File: src/rtl/anton_neopixel_bus_master.sv
// Bus initiator for the neopixel controller's byte-wide register/buffer bus.
// Turns host commands (byte write, byte read, 16-bit pair write, fill burst) into spaced single-cycle strobes.
module anton_neopixel_bus_master #(
  parameter int TIMEOUT_END = 255,
  parameter int FILL_BITS   = 14
) (
  input  logic                 busClk,
  input  logic                 busRst,
  input  logic                 cmdValid,
  output logic                 cmdReady,
  input  logic [1:0]           cmdOp,
  input  logic [17:0]          cmdAddr,
  input  logic [15:0]          cmdData,
  input  logic [FILL_BITS-1:0] cmdCount,
  output logic                 rspValid,
  input  logic                 rspReady,
  output logic [7:0]           rspData,
  output logic [17:0]          busAddr,
  output logic [7:0]           busDataWr,
  input  logic [7:0]           busDataRd,
  output logic                 busWrite,
  output logic                 busRead,
  input  logic                 busReady,
  output logic                 busy,
  output logic                 errTimeout
);

  localparam int TW = $clog2(TIMEOUT_END + 1);
  localparam logic [TW-1:0] TMO_LAST = TW'(TIMEOUT_END - 1);

  localparam logic [1:0] OP_WR   = 2'b00;
  localparam logic [1:0] OP_RD   = 2'b01;
  localparam logic [1:0] OP_W16  = 2'b10;
  localparam logic [1:0] OP_FILL = 2'b11;

  typedef enum logic [2:0] {
    ST_IDLE  = 3'd0,
    ST_ISSUE = 3'd1,
    ST_GAP   = 3'd2,
    ST_WAIT  = 3'd3,
    ST_RESP  = 3'd4
  } state_t;

  state_t               state_r, state_s;
  logic [1:0]           op_r, op_s;
  logic [17:0]          addr_r, addr_s;
  logic [15:0]          data_r, data_s;
  logic [FILL_BITS-1:0] rem_r, rem_s;
  logic                 half_r, half_s;
  logic [TW-1:0]        tmo_r, tmo_s;
  logic                 cmd_ready_r, rsp_valid_r;
  logic [7:0]           rsp_data_r, rsp_data_s;
  logic [17:0]          bus_addr_r, bus_addr_s;
  logic [7:0]           bus_data_wr_r, bus_data_wr_s;
  logic                 bus_write_r, bus_write_s;
  logic                 bus_read_r, bus_read_s;
  logic                 busy_r;
  logic                 err_r, err_s;
  logic                 abort_s;
  logic                 strobe_out_s;

  // A strobe register that is high means ISSUE has already put its one strobe on the bus.
  assign strobe_out_s = bus_write_r | bus_read_r;

  // Next state, next datapath values and next registered outputs.
  always_comb begin
    state_s       = state_r;
    op_s          = op_r;
    addr_s        = addr_r;
    data_s        = data_r;
    rem_s         = rem_r;
    half_s        = half_r;
    tmo_s         = tmo_r;
    rsp_data_s    = rsp_data_r;
    bus_addr_s    = bus_addr_r;
    bus_data_wr_s = bus_data_wr_r;
    bus_write_s   = 1'b0;
    bus_read_s    = 1'b0;
    err_s         = err_r;
    abort_s       = 1'b0;
    case (state_r)
      ST_IDLE: begin
        if (cmdValid && cmd_ready_r) begin
          op_s    = cmdOp;
          data_s  = cmdData;
          rem_s   = cmdCount;
          half_s  = 1'b0;
          err_s   = 1'b0;
          tmo_s   = {TW{1'b0}};
          state_s = ST_ISSUE;
          if (cmdOp == OP_W16) begin
            addr_s = {cmdAddr[17:1], 1'b0};
          end else begin
            addr_s = cmdAddr;
          end
        end else begin
          state_s = ST_IDLE;
        end
      end
      ST_ISSUE: begin
        if (strobe_out_s) begin
          state_s = ST_GAP;
        end else if (busReady) begin
          bus_addr_s    = addr_r;
          bus_data_wr_s = half_r ? data_r[15:8] : data_r[7:0];
          if (op_r == OP_RD) begin
            bus_read_s = 1'b1;
          end else begin
            bus_write_s = 1'b1;
          end
        end else if (tmo_r == TMO_LAST) begin
          abort_s = 1'b1;
        end else begin
          tmo_s = tmo_r + TW'(1);
        end
      end
      ST_GAP: begin
        // The slave answers a read one cycle after the strobe, so it is sampled here.
        if (op_r == OP_RD) begin
          rsp_data_s = busDataRd;
        end else begin
          rsp_data_s = rsp_data_r;
        end
        tmo_s   = {TW{1'b0}};
        state_s = ST_WAIT;
      end
      ST_WAIT: begin
        if (busReady) begin
          if (op_r == OP_RD) begin
            state_s = ST_RESP;
          end else if ((op_r == OP_W16) && !half_r) begin
            half_s    = 1'b1;
            addr_s[0] = 1'b1;
            tmo_s     = {TW{1'b0}};
            state_s   = ST_ISSUE;
          end else if ((op_r == OP_FILL) && (rem_r != {FILL_BITS{1'b0}})) begin
            rem_s   = rem_r - FILL_BITS'(1);
            addr_s  = {addr_r[17:16], addr_r[15:0] + 16'd1};
            tmo_s   = {TW{1'b0}};
            state_s = ST_ISSUE;
          end else begin
            state_s = ST_IDLE;
          end
        end else if (tmo_r == TMO_LAST) begin
          abort_s = 1'b1;
        end else begin
          tmo_s = tmo_r + TW'(1);
        end
      end
      ST_RESP: begin
        if (rspReady) begin
          state_s = ST_IDLE;
        end else begin
          state_s = ST_RESP;
        end
      end
      default: begin
        state_s = ST_IDLE;
      end
    endcase
    // An abort drops whatever is left of the command, including a pending pair half or burst.
    if (abort_s) begin
      err_s = 1'b1;
      if (op_r == OP_RD) begin
        rsp_data_s = 8'hFF;
        state_s    = ST_RESP;
      end else begin
        state_s = ST_IDLE;
      end
    end else begin
      err_s = err_s;
    end
  end

  // State register.
  always_ff @(posedge busClk) begin
    if (busRst) begin
      state_r <= ST_IDLE;
    end else begin
      state_r <= state_s;
    end
  end

  // Datapath and registered outputs; handshake flags are derived from the next state.
  always_ff @(posedge busClk) begin
    if (busRst) begin
      op_r          <= 2'b00;
      addr_r        <= 18'd0;
      data_r        <= 16'd0;
      rem_r         <= {FILL_BITS{1'b0}};
      half_r        <= 1'b0;
      tmo_r         <= {TW{1'b0}};
      cmd_ready_r   <= 1'b0;
      rsp_valid_r   <= 1'b0;
      rsp_data_r    <= 8'h00;
      bus_addr_r    <= 18'd0;
      bus_data_wr_r <= 8'h00;
      bus_write_r   <= 1'b0;
      bus_read_r    <= 1'b0;
      busy_r        <= 1'b0;
      err_r         <= 1'b0;
    end else begin
      op_r          <= op_s;
      addr_r        <= addr_s;
      data_r        <= data_s;
      rem_r         <= rem_s;
      half_r        <= half_s;
      tmo_r         <= tmo_s;
      cmd_ready_r   <= (state_s == ST_IDLE);
      rsp_valid_r   <= (state_s == ST_RESP);
      rsp_data_r    <= rsp_data_s;
      bus_addr_r    <= bus_addr_s;
      bus_data_wr_r <= bus_data_wr_s;
      bus_write_r   <= bus_write_s;
      bus_read_r    <= bus_read_s;
      busy_r        <= (state_s != ST_IDLE);
      err_r         <= err_s;
    end
  end

  assign cmdReady   = cmd_ready_r;
  assign rspValid   = rsp_valid_r;
  assign rspData    = rsp_data_r;
  assign busAddr    = bus_addr_r;
  assign busDataWr  = bus_data_wr_r;
  assign busWrite   = bus_write_r;
  assign busRead    = bus_read_r;
  assign busy       = busy_r;
  assign errTimeout = err_r;

endmodule

File: config.mk
export PLATFORM = sky130hd
export DESIGN_NAME = anton_neopixel_bus_master
export DESIGN_NICKNAME = d
export VERILOG_FILES = /design/src/rtl/anton_neopixel_bus_master.sv
export SDC_FILE = /design/constraint.sdc
export NUM_CORES = 1
export LEC_CHECK = 0
export ABC_AREA = 1
export CELL_PAD_IN_SITES_DETAIL_PLACEMENT = 1
export CELL_PAD_IN_SITES_GLOBAL_PLACEMENT = 1
export CORE_MARGIN = 2
export CORE_UTILIZATION = 39
export CTS_CLUSTER_SIZE = 20
export DETAILED_ROUTE_END_ITERATION = 8
export PLACE_DENSITY_LB_ADDON = 0.1
export SETUP_SLACK_MARGIN = 0.2
export SYNTH_ARGS = -nofsm -noshare
export SYNTH_HDL_FRONTEND = slang
export SYNTH_SLANG_ARGS = --single-unit
File: constraint.sdc
create_clock -name busClk -period 3.25 [get_ports busClk]
set_input_delay 0.65 -clock busClk [delete_from_list [all_inputs] [get_ports busClk]]
set_output_delay 0.65 -clock busClk [all_outputs]
set_load 0.02 [all_outputs]
==> results of run 1 <==
## placed cells by master (no fill, tap or decap), drive strengths merged, types with 2 or more instances in the layout
cell             n
clkinv           4
nand3           52
nor3             9
clkbuf          10
dfxtp          102
or2             10
buf              8
nor4             2
nor2           123
nand2          163
nand4           12
ha               5
inv             57
a31oi           18
a211oi           2
o21ai           82
a21oi           54
clkdlybuf4s50  102
xor2             5
## tightest hold or removal path, stage by stage, from the launching register on
cell	delay, ns
sky130_fd_sc_hd__dfxtp_1	0.31
sky130_fd_sc_hd__nand2_1	0.06
sky130_fd_sc_hd__a21oi_1	0.06
## cell families (layout without fill, tap and decap cells)
logic type	Yosys count	in the layout	share of synthesized area, %
buffers and inverters	92	183	8.02
adders and majority gates	5	5	1.25
DFF	102	102	40.8
AOI/OAI and AO/OA	161	161	17.0
xor gates and xnor gates	6	6	1.05
and+or+nand+nor	372	372	31.9
## registers in the layout (all words and copies together), names as in the netlist, 2 cells and up
register / cells
op_r: 2
addr_r: 18
data_r: 16
state_r: 3
busDataWr: 8
tmo_r: 8
rem_r: 14
rspData: 8
busAddr: 18
## routing by layer
metal | part of all wire (%) | wire [um] | global-route usage [%]
met1 | 46 | 7080 | 28.9
met2 | 49 | 7480 | 38.9
met3 | 4.0 | 610 | 4.18
met4 | 1.4 | 221 | 7.15
met5 | 0 | 0 | 0
## through the flow
step | instances | area, sq um | setup WS [ns] | utilization, %
final | 1001 | 6420 | 1.08 | 51.1
after global routing | 1001 | 6420 | 0.822 | 51.1
after CTS | 1001 | 6420 | 1.05 | 51.1
after detailed placement | 985 | 6120 | 0.720 | 48.7
after global placement | 985 | 6120 | 0.820 | 48.7
after floorplan | 738 | 5010 | 1.62 | -
## worst max-delay path by stage
stage / startpoint / to / slack (ns) / depth (start not counted)
2_1_floorplan: cmdValid / addr_r[8]$_SDFFE_PP0P_ / 1.62 / 8
3_3_place_gp: busReady / rem_r[4]$_SDFFE_PP0P_ / 0.82 / 10
3_5_place_dp: busReady / rem_r[4]$_SDFFE_PP0P_ / 0.72 / 10
4_1_cts: state_r[0]$_SDFF_PP0_ / rem_r[4]$_SDFFE_PP0P_ / 1.05 / 11
5_1_grt: state_r[0]$_SDFF_PP0_ / addr_r[3]$_SDFFE_PP0P_ / 0.82 / 10
6_report: busReady / cmdReady$_SDFF_PP0_ / 1.08 / 9
## cell type report
cell class | count | area (sq um)
Timing Repair Buffer | 110 | 1080
Inverter | 57 | 214
Sequential cell | 102 | 2040
Clock inverter | 6 | 68.8
Fill cell | 1639 | 6140
Multi-Input combinational cell | 544 | 2560
Clock buffer | 10 | 239
Tap cell | 172 | 215
## power by group through the flow
stage / Combinational, mW / Sequential [mW] / Clock (mW)
final: 0.672 / 1.45 / 1.13
after global routing: 0.762 / 1.46 / 1.20
after CTS: 0.679 / 1.45 / 1.15
after detailed placement: 0.673 / 1.48 / 0
after global placement: 0.647 / 1.47 / 0
after floorplan: 0.422 / 1.48 / 0
==> run summary, run 1 <==
The flow ran to the end, and the final reports show no timing, DRC or antenna violations. The routed wire length per instance came out at 15.4 um. The total chip power is between 3 and 4 mW.

The initial antenna violation count is 0. The type of origin of the critical path is an input pin. The worst IR drop on VDD is around 300 uV. Among cell families on the critical path, the largest total delay comes from buffers and inverters. The sequential cell area fraction in the yosys report is about two fifths. The number of stages on the worst hold path is 2.

The worst-case register-to-register setup slack came out at about 1.1 ns. Compared with the post-synthesis result, the final layout area differs by 28.3%. Summed over all failing endpoints, the final setup total negative slack is 0 ns. After synthesis, the most frequently instantiated cells are sky130_fd_sc_hd__nand2_1, sky130_fd_sc_hd__nor2_1, sky130_fd_sc_hd__dfxtp_1. The diode insertion count for antenna repair came out at 0. Post-CTS timing repair inserted 0 buffers for setup. The highest achievable clock rate came out at roughly 460 MHz. The count of input and output buffers came out at 102. The CTS buffer count is 9. The buffer and inverter count on the worst path came out at 3. The number of nets in the synthesized netlist is 806.

The maximum cell stage delay along the critical path is about 0.52 ns. Of all nets on the critical path, the largest fanout is 9. The number of vias per cell after detailed routing came out at ~5. After floorplanning, the core was sized to cover 0.0126 sq mm. Hold repair after CTS inserted 0 buffers. The cell area after technology mapping is around 0.0050 sq mm.

The relative max-transition margin came out at 48.4%. The gate count after technology mapping came out at roughly 740. The signal on the critical path passes through clkdlybuf4s50_1 > inv_1 > nand2_1 > a21oi_1 > nand3_2 > nand2_1 > inv_1 > nand3_1 > nor2_1. At the pin with the least slew margin, the transition time is between 0.7 and 0.8 ns.

The worst setup path is captured at a flop. The number of buffers on the longest clock path came out at 2. Global routing consumed, over all layers together, between 20% and 30% of the routing resources. The number of DRC markers in iteration 0 came out at roughly 250. The most common cell in the synthesized netlist is sky130_fd_sc_hd__nand2_1. For this block, the routed nets add up to around 15000 um of wire.

The number of nets in the layout came out at between 800 and 900. The cell taking the most area after synthesis is sky130_fd_sc_hd__dfxtp_1. The flip-flop and latch count after synthesis is 102. The worst slack on hold paths is ~0.47 ns. Routability-driven placement finished with a final weighted congestion of around 0.8. The number of slew-limit violations in the final report was 0.

The average size of a mapped cell came out at 6.78 sq um. The chip height is 117 um. The number of hold violations in the final report is 0. The proportion of layout cells with a drive suffix above 1 is roughly 7.0%. After layout, the worst path uses between 60% and 70% of the clock period.

The clock tree skew after final layout came out at between 0.007 and 0.008 ns. The portion of synthesized cell area occupied by the leading cell type came out at roughly two fifths. In this run the critical register-to-register path is launched from state_r[0]$_SDFF_PP0_. The power share of the sequential group is 44.6%. The number of distinct standard cells referenced by the synthesized netlist is 35. Net switching is a little under a third of the power. The internal portion of the total power is roughly 2.3 mW. The critical path is of the in2reg type.

The critical hold path startpoint is addr_r[16]$_SDFFE_PP0P_. The length of the first detailed-routing pass in iterations is 4. The Yosys step of the flow raised 0 warnings. Setup repair after global routing left no endpoint under its margin. The tree is rooted in a sky130_fd_sc_hd__clkbuf_16. The total global routing overflow came out at 0. Per report_power, the combinational group accounts for around a fifth of the total.

For hold timing, the worst endpoint is addr_r[16]$_SDFFE_PP0P_. The tightest min-delay check is of the reg2reg type. The clock network accounts for approximately a third of the total power. The clock latency at the later pin of the worst-skew pair came out at about 0.35 ns. The via count of the first global-routing pass is around 5300. The count of endpoints failing setup in the final report is 0. The endpoint required time on the critical path came out at between 3 and 4 ns.

The async set-or-reset flop fraction in the synthesized netlist is 0%. The number of rows created at floorplan is just over 40. The reported net switching power is ~0.99 mW. The number of max-cap violations came out at 0.

The maximum number of pins on one net before global-route repair is 46. The data arrival time of the worst path is 2.40 ns. For this design, the slowest cell found on the critical path is sky130_fd_sc_hd__clkdlybuf4s50_1. The first-pass GRT wire length is 25900 um. The TritonCTS sink count is ~100. The clock period could shrink to roughly 2.2 ns. The length in cells of the worst reg-to-reg path is 11.

The flip-flop cell with the highest count after synthesis is sky130_fd_sc_hd__dfxtp_1. The number of nets with antenna violations after routing is 0. The clock transition at the registers of the reported paths is 0.07 ns. The post-CTS resize count is 0.

In this run the critical register-to-register path is captured at rem_r[4]$_SDFFE_PP0P_. In this run the power density over the cells is 505 mW/mm^2. The residual DRC count is 0.

The depth of the CTS H-tree came out at 3. The die outline width is about 120 um. The estimated wirelength of the detail-placed design is between 10000 and 15000 um.

The top-level port count came out at about 100. The clock tree from TritonCTS is done. The floorplan step defined a die boundary enclosing between 0.01 and 0.015 sq mm. Yosys attributes the largest share of cell area to sky130_fd_sc_hd__dfxtp_1, sky130_fd_sc_hd__nand2_1, sky130_fd_sc_hd__nor2_1. Counting flops with a built-in enable in the synthesized netlist gives 0. Summed over all cells, the static leakage comes to about 2.6 nW. The initial core utilization came out at around two fifths. The total vias in the final route is between 5000 and 6000.
(Power assumes the default switching activity.)
==> inputs of run 2 (changes only) <==
--- a/config.mk
+++ b/config.mk
@@ -9,7 +9,7 @@
 export CELL_PAD_IN_SITES_DETAIL_PLACEMENT = 1
 export CELL_PAD_IN_SITES_GLOBAL_PLACEMENT = 1
 export CORE_MARGIN = 2
-export CORE_UTILIZATION = 39
+export CORE_UTILIZATION = 36
 export CTS_CLUSTER_SIZE = 20
 export DETAILED_ROUTE_END_ITERATION = 8
 export PLACE_DENSITY_LB_ADDON = 0.1
==> constraint.sdc (replaced) <==
create_clock -name busClk -period 2.2 [get_ports busClk]
set_input_delay 0.44 -clock busClk [delete_from_list [all_inputs] [get_ports busClk]]
set_output_delay 0.44 -clock busClk [all_outputs]
set_load 0.02 [all_outputs]
==> run summary, run 2 (synthesis results as in run 1) <==
The number of DRC markers in iteration 0 is 203 (-17%). The post-CTS resize count was 0 (unchanged). The power share of the sequential group is 44.8% (+0.2 points). The category of cells accounting for the largest share of critical-path delay is simple AND/OR/NAND/NOR gates. The static power due to leakage came out at 2.62 nW (+2.4%). The cell-internal power is 3.24 mW (+44%).

The residual DRC count came out at 0 (unchanged). The largest individual stage delay along the critical path comes from the cell sky130_fd_sc_hd__dfxtp_1. The number of instances in the placed design is 1004 (+1.9%). The worst slack on hold paths is 0.471 ns (-0.000121 ns). From synthesis to final layout, the design area changed by 30.7%. The area of the core was 0.0137 sq mm (+9.2%). The number of max-cap violations came out at 0 (unchanged). The via count of the first global-routing pass came out at 5552 (+4.7%). The number of rows created at floorplan is 43 (+4.9%). The first-pass GRT wire length is 26100 um (+0.64%). The initial core utilization was 36.5% (-3.3 points). The worst hold path belongs to the class reg2reg. The die outline width was 122 um (+3.9%).

The setup TNS after final layout is 0 ns (unchanged). TritonCTS built the clock tree. The total vias in the final route is 5182 (+0.68%).

After layout, the worst path uses between 80% and 90% of the clock period. The routed wire length per instance is 15.3 um (-0.27%). The aggregate routed wire length was 15600 um (+1.6%). The initial antenna violation count is 0 (unchanged).

The placer's final routability congestion estimate came out at 0.851 (+5.0%). The top-level port count is 103 (unchanged). The power per unit of standard cell area is 729 mW/mm^2 (+44%). The floorplan die area is 0.0149 sq mm (+8.0%). The estimated wirelength of the detail-placed design is 11200 um (+2.1%). The worst IR drop on VDD is 361 uV (+23%). The relative max-transition margin is 66.1% (+18 points). The number of stages on the worst hold path came to 2 (unchanged). The fraction of power consumed by the clock network is 33.2% (-1.5 points).

Setup repair after global routing left no endpoint under its margin. The number of vias per cell after detailed routing was 5.08 (-1.2%). The count of endpoints failing setup in the final report came out at 0 (unchanged).

The number of buffers on the longest clock path came to 2 (unchanged). The length in cells of the worst reg-to-reg path is 8 (-3). The chip height was 122 um (+3.9%). The count of input and output buffers is 102 (unchanged). The buffer and inverter count on the worst path is 0 (-3).

The length of the first detailed-routing pass in iterations is 6 (+2). The shortest clock period the worst path allows after layout came out at 1.79 ns. The worst hold path begins at addr_r[17]$_SDFFE_PP0P_. The type of origin of the critical path is a flop. The pin slew with the least headroom to its limit is 0.505 ns (-0.268 ns). The maximum cell stage delay along the critical path is 0.46 ns (-0.06 ns). The clock tree skew after final layout is 0.0114 ns (+0.00405 ns). The number of nets with antenna violations after routing is 0 (unchanged). In this run the critical register-to-register path is captured at addr_r[14]$_SDFFE_PP0P_. The highest achievable clock rate is around 560 MHz. The number of hold violations in the final report is 0 (unchanged). The data arrival time of the worst path is 2.04 ns (-0.36 ns). STA classifies the critical path endpoint as a flop.

The CTS buffer count was 9 (unchanged). The total global routing overflow is 0 (unchanged). The clock latency at the later pin of the worst-skew pair is 0.35 ns (about the same). Traced cell by cell, the critical path runs through ha_1 > nand2_1 > nor3_1 > nand3_1 > nand2_1 > nand3_1 > a21oi_1 > nor2_1. The total chip power is 4.77 mW (+47%).

The proportion of layout cells with a drive suffix above 1 is 8.45% (+1.5 points). In the layout the commonest cells are sky130_fd_sc_hd__nand2_1, sky130_fd_sc_hd__nor2_1, sky130_fd_sc_hd__dfxtp_1, sky130_fd_sc_hd__clkdlybuf4s50_1, sky130_fd_sc_hd__o21ai_0. The switching power share of the total came to 32.0% (+1.4 points).

In this run the clock root is driven by a sky130_fd_sc_hd__clkbuf_16. The fraction of power consumed by combinational cells is 22.0% (+1.3 points). The TritonCTS sink count is 102 (unchanged). The endpoint required time on the critical path is 2.45 ns (-1.03 ns).

The post-CTS setup buffer count came out at 0 (unchanged). The maximum number of pins on one net before global-route repair is 42 (-8.7%). The final non-filler cell total is 1020 (+1.9%). The reported net switching power is 1.53 mW (+54%).

The number of slew-limit violations in the final report came out at 0 (unchanged). The depth of the CTS H-tree is 3 (unchanged). The top fanout value on the critical path came out at 5 (-4). The hold buffer count at cts came out at 0 (unchanged). The worst-case register-to-register setup slack was 0.41 ns (-0.68 ns). The number of nets in the layout was 903 (+1.2%). For hold timing, the worst endpoint is busAddr[17]$_SDFFE_PP0P_.

The startpoint of the lowest-slack register-to-register path is addr_r[0]$_SDFFE_PP0P_. Leaving out fill and tap cells, the most frequent cell in the layout is sky130_fd_sc_hd__nand2_1. The worst setup path is of the reg2reg kind.

The diode insertion count for antenna repair is 0 (unchanged). The run finished with clean final reports. The total global-route track usage was 21.8% (-0.85 points). The clock transition at the registers of the reported paths is 0.08 ns (about the same).
==> run 2: worst max path at each step <==
stage	startpoint	to	slack, ns	depth (start not counted)
floorplan	rem_r[0]$_SDFFE_PP0P_	rem_r[8]$_SDFFE_PP0P_	0.67	10
global placement	busReady	tmo_r[6]$_SDFFE_PP0P_	0.13	8
detailed placement	busReady	tmo_r[5]$_SDFFE_PP0P_	0.04	8
CTS	rem_r[0]$_SDFFE_PP0P_	rem_r[5]$_SDFFE_PP0P_	0.37	12
global route	rem_r[0]$_SDFFE_PP0P_	rem_r[5]$_SDFFE_PP0P_	0.21	12
finish	addr_r[0]$_SDFFE_PP0P_	addr_r[14]$_SDFFE_PP0P_	0.41	8
==> run 2: worst register-to-register path, delay by kind of cell, from the launching register on <==
kind,cells,cell delay (ns)
flops,1,0.46
compound gates,1,0.15
fa+ha+maj,1,0.24
simple gates,6,0.85
==> run 2: area by class of cell <==
type                    count  area (sq um)
flip-flops and latches    102          2040
well taps                 180           225
inverters                  57           214
clock inverters             7          67.6
multi-input cells         544          2570
fillers                  1789          7180
repair buffers            121          1200
clock buffers               9           225
==> run 2: per-layer routing <==
layer | routed length [um] | global-route usage (%) | up-vias
met3 | 601 | 3.56 | 19
met4 | 237 | 6.82 | 0
met2 | 7630 | 38.6 | 85
li1 | - | - | 2623
met5 | 0 | 0 | -
met1 | 7180 | 27.1 | 2455
==> run 2: per-stage QoR <==
step	utilization (%)	setup WS [ns]	area (sq um)
floorplan	-	0.673	5010
global placement	45.5	0.131	6250
detailed placement	45.5	0.0379	6250
CTS	47.7	0.368	6540
global route	47.7	0.209	6540
finish	47.7	0.409	6540
==> run 2: power by group through the flow <==
stage | Combinational, mW | Clock [mW] | Sequential [mW]
after floorplan | 0.624 | 0 | 2.18
after global placement | 1.01 | 0 | 2.17
after detailed placement | 1.05 | 0 | 2.18
after CTS | 1.06 | 1.63 | 2.13
after global routing | 1.18 | 1.72 | 2.16
final | 1.05 | 1.58 | 2.14
==> inputs of run 3 (changes only) <==
==> constraint.sdc (replaced) <==
create_clock -name busClk -period 1.7 [get_ports busClk]
set_input_delay 0.34 -clock busClk [delete_from_list [all_inputs] [get_ports busClk]]
set_output_delay 0.34 -clock busClk [all_outputs]
set_load 0.02 [all_outputs]
==> run summary, run 3 (synthesis results as in run 1) <==
The run finished with clean final reports. The total global-route track usage is 25.3% (+3.5 points). The count of endpoints failing setup in the final report is 0 (unchanged). The endpoint required time on the critical path came out at 1.96 ns (-0.49 ns).

The clock tree skew after final layout is 0.0127 ns (+0.00138 ns). The slowest stage of the critical path is the sky130_fd_sc_hd__dfxtp_1 cell. The top fanout value on the critical path came to 3 (-2). The data arrival time of the worst path came to 1.94 ns (-0.10 ns).

The library cells used most frequently in the layout, excluding fill and tap cells, are sky130_fd_sc_hd__nand2_1, sky130_fd_sc_hd__nor2_1, sky130_fd_sc_hd__dfxtp_1. The total vias in the final route is 6015 (+16%). The number of buffers on the longest clock path is 2 (unchanged). The number of slew-limit violations in the final report is 0 (unchanged). The number of max-cap violations came to 0 (unchanged). The number of nets with antenna violations after routing is 0 (unchanged). The initial antenna violation count came out at 0 (unchanged). The cell area after placement is 0.00654 sq mm (+4.7%). The diode insertion count for antenna repair came to 0 (unchanged).

The estimated wirelength of the detail-placed design is 11700 um (+3.7%). Walking the worst path, the cells encountered are nor2_2 > inv_1 > nor2_2 > nand2_2 > nand2_4 > buf_6 > buf_6 > nand2_2 > nand2_1 > nand2_1 > nand2_2 > nand3_2 > nand2_1 > inv_1. The clock tree root driver cell is sky130_fd_sc_hd__clkbuf_16.

The depth of the CTS H-tree came out at 3 (unchanged). The number of DRC markers in iteration 0 came to 326 (+61%). The number of vias per cell after detailed routing was 5.44 (+7.0%). The aggregate routed wire length came out at 21900 um (+40%). The worst IR drop on VDD was 518 uV (+44%).

The static power due to leakage is 3.52 nW (+34%). The final standard cell utilization of the core came to 60.1% (+12 points). The die outline width came to 122 um (unchanged). The number of rows created at floorplan is 43 (unchanged). The pin slew with the least headroom to its limit was 0.398 ns (-0.107 ns).

The total global routing overflow came out at 0 (unchanged). The final instance area is 0.00825 sq mm (+26%). The power per unit of standard cell area came out at 888 mW/mm^2 (+22%). Setup repair after global routing could not meet its margin everywhere. The highest achievable clock rate is 595 MHz (+6.6%). The routed wire length per instance came out at 19.8 um (+29%).

The setup TNS after final layout was 0 ns (unchanged). The clock transition at the registers of the reported paths came out at 0.08 ns (about the same). The relative max-transition margin came out at 73.2% (+7.2 points).

The number of instances in the placed design is 1034 (+3.0%). The growth of design area from synthesis to finish is 64.8%. The area of the core is 0.0137 sq mm (unchanged). The maximum cell stage delay along the critical path came out at 0.35 ns (-0.11 ns). The clock latency at the later pin of the worst-skew pair was 0.37 ns (+0.02 ns). The residual DRC count is 0 (unchanged). The least setup slack across all paths after layout is 0.0205 ns (-0.389 ns). The count of input and output buffers came out at 102 (unchanged).

STA classifies the critical path startpoint as a flop. The final non-filler cell total came to 1106 (+8.4%). The placer's final routability congestion estimate is 0.819 (-3.8%). The worst setup path is of the reg2reg kind. The CTS buffer count was 9 (unchanged). The proportion of layout cells with a drive suffix above 1 was 33.5% (+25 points). The length of the first detailed-routing pass in iterations came to 5 (-1). The worst hold path belongs to the class reg2reg. The TritonCTS sink count is 102 (unchanged). Leaving out fill and tap cells, the most frequent cell in the layout is sky130_fd_sc_hd__nand2_1. The chip height is 122 um (unchanged). The top-level port count came to 103 (unchanged). The number of hold violations in the final report was 0 (unchanged). The maximum number of pins on one net before global-route repair came out at 44 (+4.8%). The period utilization is 98.8% (+17 points). The first-pass GRT wire length came out at 29500 um (+13%). The floorplan die area is 0.0149 sq mm (unchanged).

The final-layout fill cell count is 1689 (-5.6%). The initial core utilization is 36.5% (unchanged). STA classifies the critical path endpoint as a flop. The post-place setup slack is -0.236 ns (-0.274 ns). The via count of the first global-routing pass is 5999 (+8.1%). The number of nets in the layout came out at 989 (+9.5%). The shortest clock period the worst path allows after layout is 1.68 ns (-0.111 ns). The clock tree from TritonCTS is done. The hold buffer count at cts is 0 (unchanged).
[run 3: cell types whose count changed in the layout (fill, tap and decap cells not counted), moves of 17 or more]
cell                              previous run  this run
sky130_fd_sc_hd__buf_4                      16        63
sky130_fd_sc_hd__clkdlybuf4s50_1           102        61
sky130_fd_sc_hd__dlygate4sd2_1               0        40
sky130_fd_sc_hd__nand2_1                   157       122
sky130_fd_sc_hd__o21ai_2                     0        28
sky130_fd_sc_hd__nor2_1                    115        88
sky130_fd_sc_hd__a21oi_1                    53        31
sky130_fd_sc_hd__a21oi_2                     1        23
sky130_fd_sc_hd__nand2_2                     6        28
sky130_fd_sc_hd__buf_6                       0        19
sky130_fd_sc_hd__dfxtp_1                   102        84
sky130_fd_sc_hd__nor2_4                      2        19
[run 3: final cells by class]
| cell class | instances | area, sq um | share of cell area (%) |
|---|---|---|---|
| timing repair buffer | 206 | 2150 | 26.1 |
| tap | 180 | 225 | 2.73 |
| clock inverter | 5 | 46.3 | 0.561 |
| inverter | 57 | 246 | 2.99 |
| multi-input combinational | 545 | 3260 | 39.5 |
| clock buffer | 11 | 253 | 3.06 |
| sequential | 102 | 2070 | 25.1 |
[run 3: layer usage]
metal	up-vias	wire (um)	share of wire [%]	GRT usage, %
li1	2817	-	-	-
met3	51	1040	4.8	3.75
met1	2953	8660	40	29.9
met4	0	663	3.0	9.41
met5	-	0	0	0
met2	194	11500	53	46.0
[run 3: worst max-delay path, delay by kind of cell, from the launching register on]
family | cells | cell delay [ns]
buf+inv | 4 | 0.30
flops | 1 | 0.35
simple gates | 10 | 0.93
[run 3: timing repair]
action,in CTS,in global routing
endpoints found under the setup margin,113,77
pin swaps,27,53
resized for setup,155,141
gates cloned,9,4
buffers inserted,29,14
[run 3: power by group]
part | total, mW | leakage (nW) | switching, mW | internal [mW]
logic | 2.36 | 2.53 | 1.27 | 1.09
registers | 2.81 | 0.841 | 0.211 | 2.60
clock network | 2.15 | 0.149 | 1.04 | 1.11
[run 3: path summary, 6_finish.rpt]
path	depth (start not counted)	slack [ns]	start	endpoint
max	14	0.02	rem_r[9]$_SDFFE_PP0P_	busy$_SDFF_PP0_
min	2	0.47	addr_r[17]$_SDFFE_PP0P_	busAddr[17]$_SDFFE_PP0P_
max reg2reg	14	0.02	rem_r[9]$_SDFFE_PP0P_	busy$_SDFF_PP0_
min reg2reg	2	0.47	addr_r[17]$_SDFFE_PP0P_	busAddr[17]$_SDFFE_PP0P_
[run 3: through the flow]
step                power [mW]  hold slack (ns)
floorplan                 3.63            0.431
global placement          4.26            0.445
detailed placement        4.32            0.451
CTS                       6.89            0.466
global route              7.64            0.492
finish                    7.33            0.466
